## src/rtl/lc4_iter_divider_pkg.sv

```systemverilog
// Shared definitions for the LC4 iterative divider: state encoding and default width.
package lc4_iter_divider_pkg;

  typedef enum logic [1:0] {
    DivIdle = 2'd0,
    DivBusy = 2'd1,
    DivDone = 2'd2
  } div_state_e;

  localparam int unsigned DivWidthDefault = 16;

endpackage

```

## src/rtl/lc4_div_step.sv

```systemverilog
// One combinational restoring-division step on a {rem, quo} register pair.
module lc4_div_step
  import lc4_iter_divider_pkg::*;
#(
  parameter int unsigned WIDTH = DivWidthDefault
) (
  input  logic [WIDTH:0]   rem,
  input  logic [WIDTH-1:0] quo,
  input  logic [WIDTH-1:0] divisor,
  output logic [WIDTH:0]   rem_next,
  output logic [WIDTH-1:0] quo_next
);

  localparam int unsigned RemW = WIDTH + 1;

  logic [WIDTH+1:0] shifted;
  logic [WIDTH+1:0] div_ext;
  logic             fits;

  always_comb begin
    shifted  = {rem, quo[WIDTH-1]};
    div_ext  = {2'b00, divisor};
    fits     = (shifted >= div_ext);
    rem_next = fits ? RemW'(shifted - div_ext) : shifted[WIDTH:0];
    quo_next = {quo[WIDTH-2:0], fits};
  end

endmodule

```

## src/rtl/lc4_iter_divider.sv

```systemverilog
// Multi-cycle unsigned restoring divider for the X stage (DIV quotient / MOD remainder).
module lc4_iter_divider
  import lc4_iter_divider_pkg::*;
#(
  parameter int unsigned WIDTH           = DivWidthDefault,
  parameter int unsigned ITERS_PER_CYCLE = 1
) (
  input  logic             clk,
  input  logic             rst_n,
  input  logic             gwe,
  input  logic             i_start,
  input  logic             i_flush,
  input  logic [WIDTH-1:0] i_dividend,
  input  logic [WIDTH-1:0] i_divisor,
  output logic             o_busy,
  output logic             o_valid,
  output logic [WIDTH-1:0] o_quotient,
  output logic [WIDTH-1:0] o_remainder
);

  localparam int unsigned Steps = WIDTH / ITERS_PER_CYCLE;
  localparam int unsigned CntW  = $clog2(Steps + 1);

  div_state_e state_q, state_d;

  logic [CntW-1:0]  cnt_q;
  logic [WIDTH:0]   rem_q;
  logic [WIDTH-1:0] quo_q;
  logic [WIDTH-1:0] div_q;
  logic [WIDTH-1:0] quotient_q;
  logic [WIDTH-1:0] remainder_q;

  logic [WIDTH:0]   rem_chain [ITERS_PER_CYCLE+1];
  logic [WIDTH-1:0] quo_chain [ITERS_PER_CYCLE+1];

  logic accept;
  logic last_iter;
  logic div_zero;

  assign accept    = gwe && i_start && !i_flush && (state_q != DivBusy);
  assign last_iter = (state_q == DivBusy) && (cnt_q == CntW'(1));
  assign div_zero  = (div_q == '0);

  // Chain of restoring steps evaluated within a single clock.
  assign rem_chain[0] = rem_q;
  assign quo_chain[0] = quo_q;

  for (genvar g = 0; g < ITERS_PER_CYCLE; g++) begin : g_step
    lc4_div_step #(
      .WIDTH (WIDTH)
    ) u_step (
      .rem      (rem_chain[g]),
      .quo      (quo_chain[g]),
      .divisor  (div_q),
      .rem_next (rem_chain[g+1]),
      .quo_next (quo_chain[g+1])
    );
  end

  always_ff @(posedge clk or negedge rst_n) begin
    if (!rst_n) begin
      state_q <= DivIdle;
    end else begin
      state_q <= state_d;
    end
  end

  always_comb begin
    state_d = state_q;
    if (gwe) begin
      if (i_flush) begin
        state_d = DivIdle;
      end else begin
        unique case (state_q)
          DivIdle: if (i_start) state_d = DivBusy;
          DivBusy: if (cnt_q == CntW'(1)) state_d = DivDone;
          DivDone: state_d = i_start ? DivBusy : DivIdle;
          default: state_d = DivIdle;
        endcase
      end
    end
  end

  always_comb begin
    o_busy  = (state_q == DivBusy);
    o_valid = (state_q == DivDone);
  end

  always_ff @(posedge clk or negedge rst_n) begin
    if (!rst_n) begin
      cnt_q       <= '0;
      rem_q       <= '0;
      quo_q       <= '0;
      div_q       <= '0;
      quotient_q  <= '0;
      remainder_q <= '0;
    end else if (accept) begin
      cnt_q <= CntW'(Steps);
      rem_q <= '0;
      quo_q <= i_dividend;
      div_q <= i_divisor;
    end else if (gwe && !i_flush && (state_q == DivBusy)) begin
      cnt_q <= cnt_q - CntW'(1);
      rem_q <= rem_chain[ITERS_PER_CYCLE];
      quo_q <= quo_chain[ITERS_PER_CYCLE];
      if (last_iter) begin
        // LC4 defines x/0 and x%0 as zero; the raw datapath would give all-ones / dividend.
        quotient_q  <= div_zero ? '0 : quo_chain[ITERS_PER_CYCLE];
        remainder_q <= div_zero ? '0 : rem_chain[ITERS_PER_CYCLE][WIDTH-1:0];
      end
    end
  end

  assign o_quotient  = quotient_q;
  assign o_remainder = remainder_q;

endmodule

```

## config.mk

```make
export PLATFORM = sky130hd
export DESIGN_NAME = lc4_iter_divider
export DESIGN_NICKNAME = d
export VERILOG_FILES = /design/src/rtl/lc4_iter_divider_pkg.sv /design/src/rtl/lc4_div_step.sv /design/src/rtl/lc4_iter_divider.sv
export SDC_FILE = /design/constraint.sdc
export NUM_CORES = 1
export LEC_CHECK = 0
export CAP_MARGIN = 5
export CORE_ASPECT_RATIO = 2
export CORE_UTILIZATION = 54
export CTS_CLUSTER_SIZE = 24
export DETAILED_ROUTE_END_ITERATION = 8
export PLACE_DENSITY = 0.8
export SETUP_SLACK_MARGIN = 0.02
export SYNTH_ARGS = -nofsm -noshare
export SYNTH_HDL_FRONTEND = slang
export SYNTH_SLANG_ARGS = --single-unit
```

## constraint.sdc

```tcl
create_clock -name clk -period 3.5 [get_ports clk]
set_input_delay 0.7 -clock clk [delete_from_list [all_inputs] [get_ports clk]]
set_output_delay 0.7 -clock clk [all_outputs]
set_load 0.02 [all_outputs]
```

==> reports/results.ini, run 1 <==
[detailed_routing]
drc = 0
vias = 3982
drt-initial-drc-count = 225
final_antenna_net_count = 0
routed_via_density = 6.16
finalWirelength_mm = 12.3
drt-pass1-iter-count = 4
wl_per_cell_um = 19.0

[grt]
grt_pass1_wl_mm = 20.4
grt_max_degree = 50
grt_pass1_vias = 4147
overflow = 0
gr-usage-all-layers_pct = 30.9
antenna_found_initial = 0

[finish]
fin_nets = 599
instances_no_fill = 646
drive_gt1_share_pct = 8.21
syn_to_final_growth_pct = 24.9
n_antenna_cell = 0

[clocking]
clock_path_buffers = 2
ctsHoldBuffers = 0
cts_buffers = 9
post_cts_resized = 0
cts_setup_buffers = 0
clkTransAtPathRegs_ns = 0.07
cts.htree.levels = 3
clkSinkCount = 88
tritoncts = yes
worst_skew_pair.late_latency_ns = 0.34
clock-root-buffer = clkbuf_16

[power]
finalPower_uw = 4840
power_density_nw_per_um2 = 851
ir_drop_mv = 0.498
leakage_uw = 0.00264

[logic_synthesis]
synth_nets = 531
ys_ff_latch = 88
synth-seq-area-share_pct = 48.4
yosysWarnings = 0
synth.area.top_cells = dfrtp_1 48%, nand2_1 7.0%, o21ai_0 5.2%
synth_cells = 475
async_flop_share_pct = 100
avgSynthCellArea_um2 = 9.59
synth-main-ff-cell = dfrtp_1
synth_cell_types = 53
synth_edf_count = 0
synth_largest_area_cell = dfrtp_1
synth_top_area_share_pct = 48.4
synthesis.area_um2 = 4550

[worst_hold_path]
hold_class = in -> async

[critical_path]
end_kind = register
worstPathRequired_ns = 3.69
criticalPathCategory = reg -> reg
startpoint_type = register
path_max_fanout = 13
crit_arrival_ns = 2.96

[sta]
finalHoldViolCount = 0
fin_worst_skew_ns = 0.00511
max_slew_margin_pct = 40.4
rsz0062_at_grt = false
min_period_ns = 2.78
tns_ns = 0
fmaxAchievable_ghz = 0.360
worst_slew_pin_slew_ns = 0.882
setup_violations = 0
slew_viol_final = 0
min_period_over_period_pct = 79.3

[place]
gp_congestion = 0.946
dp_hpwl_mm = 9.05
portBuffers = 70
dpl.cell_count = 630

[die]
dieHeight_um = 132
die_w_um = 66.9
rows = 47
dieArea_um2 = 8830
io_pins = 71
core_area_um2 = 8230
start_util_pct = 55.3

[run_status]
status = complete, no violations

[job]
maxCapViolations = 0

[placed cells by master, fill, tap and decap left out, drive strengths merged, types with 2 or more instances in the layout]
cell type	count
dfrtp	88
nand2	86
clkdlybuf4s50	69
o21ai	49
inv	28
a21oi	24
ha	18
a22o	17
a22oi	16
buf	15
a32oi	14
nand3	13
nor2	13
clkbuf	12
mux2i	9
a211oi	9
xnor2	8
nand4	6
nor4	5
nor3	5
o31ai	4
xor2	4
a21o	3
or4	3
nand3b	3
o211ai	3
or2	2
and3	2
a32o	2
or3	2
clkinv	2
[synthesized netlist by cell type (all sizes together) (2+ instances only)]
| cell type | n |
|---|---|
| dfrtp | 88 |
| nand2 | 86 |
| o21ai | 49 |
| inv | 28 |
| a21oi | 24 |
| ha | 18 |
| a22o | 17 |
| a22oi | 16 |
| clkbuf | 16 |
| a32oi | 14 |
| nand3 | 13 |
| nor2 | 13 |
| buf | 11 |
| a211oi | 9 |
| mux2i | 9 |
| xnor2 | 8 |
| nand4 | 6 |
| nor3 | 5 |
| nor4 | 5 |
| o31ai | 4 |
| xor2 | 4 |
| a21o | 3 |
| nand3b | 3 |
| o211ai | 3 |
| or4 | 3 |
| a32o | 2 |
| and3 | 2 |
| or2 | 2 |
| or3 | 2 |
[power breakdown]
group	internal [µW]	leakage, µW	switching (µW)	total, µW
Sequential	1300	0.00116	260	1560
Combinational	891	0.00132	1370	2260
Clock	612	0.000155	404	1020
[routing by layer]
layer	vias up	GRT usage (%)	routed length (µm)
met5	-	0	0
met4	0	19.1	629
met3	46	4.50	533
met2	129	53.0	6630
met1	1957	34.3	4510
li1	1850	-	-
[registers in the layout, indices dropped and copies added (netlist names)]
signal and cells:
cnt_q 5, div_q 16, o_quotient 16, o_remainder 16
quo_q 16, rem_q 17, state_q 2
[stage by stage]
step                utilization, %  hold slack (ns)  setup slack [ns]  area (µm²)
finish                        69.1            0.325             0.723        5690
global route                  69.1            0.377             0.513        5690
CTS                           69.1            0.352             0.726        5690
detailed placement            65.2            0.484             0.706        5370
global placement              65.2            0.463             0.710        5370
floorplan                        -            0.404              1.03        4550
[critical path: stages, from the launching register on]
cell      delay (ns)
dfrtp_1         0.38
inv_1           0.08
ha_1            0.16
inv_1           0.07
fa_1            0.40
a21oi_1         0.30
o211ai_4        0.14
o21ai_2         0.39
nand2_2         0.30
mux2i_1         0.28
o21ai_0         0.12
[path summary, 6_finish.rpt]
check | slack (ns) | to | cells past startpoint | start
min in group clk | 0.49 | quo_q[15] | 2 | quo_q[15]
worst max register to register | 0.72 | rem_q[10] | 10 | quo_q[15]
worst min register to register | 0.49 | quo_q[15] | 2 | quo_q[15]
worst max-delay path | 0.72 | rem_q[10] | 10 | quo_q[15]
worst min-delay path | 0.32 | div_q[3] | 1 | rst_n
max in group asynchronous | 2.40 | quo_q[9] | 2 | rst_n
[kinds of logic after synthesis]
family	after synthesis	synth area share [%]
muxes	9	1.98
AOI/OAI and AO/OA	147	22.0
xor gates and xnor gates	12	2.31
buffers and inverters	55	4.95
DFF	88	48.4
adders and majority gates	19	5.38
and+or+nand+nor	145	15.1
[final cells by class]
cell class | instances | area (µm²)
Timing Repair Buffer | 84 | 803
Clock buffer | 12 | 267
Multi-Input combinational cell | 332 | 2140
Clock inverter | 4 | 51.3
Sequential cell | 88 | 2200
Tap cell | 98 | 123
Fill cell | 676 | 2540
Inverter | 28 | 105
Power figures use the tool's default switching activity.
==> run 2, diff against run 1 <==
clock period = 2.7 ns   (was 3.5 ns; I/O delays follow)
==> reports/results.ini, run 2 (synthesis results as in run 1) <==
[run_status]
status = complete, no violations  ; unchanged

[job]
maxCapViolations = 0  ; unchanged

[grt]
antenna_found_initial = 0  ; unchanged
gr-usage-all-layers_pct = 31.3  ; was 30.9%
overflow = 0  ; unchanged
grt_max_degree = 52  ; was 50
grt_pass1_vias = 4153  ; was 4147
grt_pass1_wl_mm = 20.6  ; was 20.4 mm

[clocking]
cts_buffers = 9  ; unchanged
clkTransAtPathRegs_ns = 0.07  ; about the same
worst_skew_pair.late_latency_ns = 0.35  ; was 0.34 ns
tritoncts = yes  ; unchanged
clkSinkCount = 88  ; unchanged
cts.htree.levels = 3  ; unchanged
clock-root-buffer = clkbuf_16  ; unchanged
clock_path_buffers = 2  ; unchanged
ctsHoldBuffers = 0  ; unchanged

[critical_path]
crit_arrival_ns = 2.86  ; was 2.96 ns
startpoint_type = register  ; unchanged
r2r_cells = 9  ; was 10
crit_path_top_delay_cell = ha_1  ; was fa_1
worstPathRequired_ns = 2.92  ; was 3.69 ns
cp_cell_sequence = ha_1 > inv_1 > o31ai_1 > a211oi_2 > buf_4 > nand2_2 > buf_4 > mux2i_1 > o21ai_0  ; was inv_1 > ha_1 > inv_1 > fa_1 > a21oi_1 > o211ai_4 > o21ai_2 > nand2_2 > mux2i_1 > o21ai_0
cpPeakStageDelay_ns = 0.51  ; was 0.40 ns
path_max_fanout = 13  ; unchanged
criticalPathCategory = reg -> reg  ; unchanged
crit_top_cell = buf_4  ; was inv_1
end_kind = register  ; unchanged

[worst_hold_path]
hold_class = in -> async  ; unchanged

[finish]
final_cell_mix = 88 x dfrtp_1, 85 x nand2_1, 69 x clkdlybuf4s50_1  ; unchanged
regMostFlops = rem_q  ; unchanged
n_fill_cell = 641  ; was 676
multi_input_area_um2 = 2160  ; was 2140 µm²
fin_nets = 608  ; was 599
syn_to_final_growth_pct = 26.7  ; was 24.9%
largest_register_ffs = 17  ; unchanged
drive_gt1_share_pct = 10.1  ; was 8.21%
regArea_um2 = 2200  ; unchanged
n_antenna_cell = 0  ; unchanged
final_util_pct = 70.1  ; was 69.1%
final_common_cell = dfrtp_1  ; unchanged
stdcell_area_um2 = 5770  ; was 5690 µm²

[detailed_routing]
vias = 4090  ; was 3982
drt-pass1-iter-count = 5  ; was 4
finalWirelength_mm = 12.8  ; was 12.3 mm
routed_via_density = 6.24  ; was 6.16
final_antenna_net_count = 0  ; unchanged
drt-initial-drc-count = 354  ; was 225
wl_per_cell_um = 19.5  ; was 19.0 µm
drc = 0  ; unchanged

[die]
dieHeight_um = 132  ; unchanged
die_w_um = 66.9  ; unchanged
rows = 47  ; unchanged
io_pins = 71  ; unchanged
dieArea_um2 = 8830  ; unchanged
core_area_um2 = 8230  ; unchanged
start_util_pct = 55.3  ; unchanged

[sta]
slew_viol_final = 0  ; unchanged
max_slew_margin_pct = 23.9  ; was 40.4%
rsz0062_at_grt = true  ; was false
fmaxAchievable_ghz = 0.379  ; was 0.360 GHz
fin_worst_skew_ns = 0.00772  ; was 0.00511 ns
min_period_ns = 2.64  ; was 2.78 ns
worst_slew_pin_slew_ns = 1.14  ; was 0.882 ns
min_period_over_period_pct = 97.8  ; was 79.3%
finalHoldViolCount = 0  ; unchanged
setup_violations = 0  ; unchanged

[place]
placed_area_um2 = 5430  ; was 5370 µm²
gp_congestion = 0.885  ; was 0.946
dp_hpwl_mm = 9.13  ; was 9.05 mm
portBuffers = 70  ; unchanged

[power]
leakage_uw = 0.00268  ; was 0.00264 µW
ir_drop_mv = 0.585  ; was 0.498 mV
power_density_nw_per_um2 = 1120  ; was 851 nW/µm²

[run 2: timing repair]
action,4_1_cts,5_1_grt
setup buffers,0,2
resized for setup,0,5
endpoints found under the setup margin,0,10
[run 2: critical path, delay by kind of cell, from the launching register on]
family                   cells  cell delay, ns
AO/OA/AOI/OAI                3            0.66
buffers and inverters        3            0.53
adder cells (fa/ha/maj)      1            0.51
flip-flops                   1            0.43
multiplexers                 1            0.35
AND/OR/NAND/NOR              1            0.04
[run 2: where the power goes]
part           total (µW)  switching [µW]  internal (µW)  leakage [µW]
combinational        3170            1900           1270       0.00137
sequential           2020             330           1690       0.00116
clock                1270             529            741      0.000145
total                6460            2760           3700       0.00268
[run 2: cell type report]
type,count,share of cell area [%]
clock inverter,5,0.976
multi-input combinational,333,37.5
sequential,88,38.2
inverter,28,1.82
tap,98,2.13
timing repair buffer,92,15.2
clock buffer,11,4.21
[run 2: layer usage]
metal	up-vias	wire, µm	global-route usage [%]
met5	-	0	0
met4	0	605	18.1
met3	48	663	5.45
met2	185	6910	53.7
met1	1993	4620	35.0
li1	1864	-	-
[run 2: worst paths after layout]
path / end / from / slack, ns
max in group asynchronous: o_quotient[6] / rst_n / 1.89
worst max-delay path: rem_q[7] / rem_q[13] / 0.06
min in group clk: quo_q[15] / quo_q[15] / 0.48
worst min register to register: quo_q[15] / quo_q[15] / 0.48
worst min-delay path: div_q[5] / rst_n / 0.16
worst max register to register: rem_q[7] / rem_q[13] / 0.06
[run 2: through the flow]
step | setup WS (ns) | instances | hold slack, ns | TNS [ns] | power [µW]
finish | 0.0581 | 655 | 0.158 | 0 | 6460
global placement | 0.128 | 636 | 0.461 | 0 | 4920
global route | -0.00470 | 655 | 0.197 | -0.00470 | 6830
floorplan | 0.232 | 475 | 0.244 | 0 | 4080
detailed placement | 0.0252 | 636 | 0.464 | 0 | 4990
CTS | 0.0472 | 652 | 0.178 | 0 | 6280
==> run 3, diff against run 2 <==
CTS_CLUSTER_SIZE = not set   (was 24)
==> results of run 3 <==
The final DEF is identical to that of run 2; final timing and power are the same.
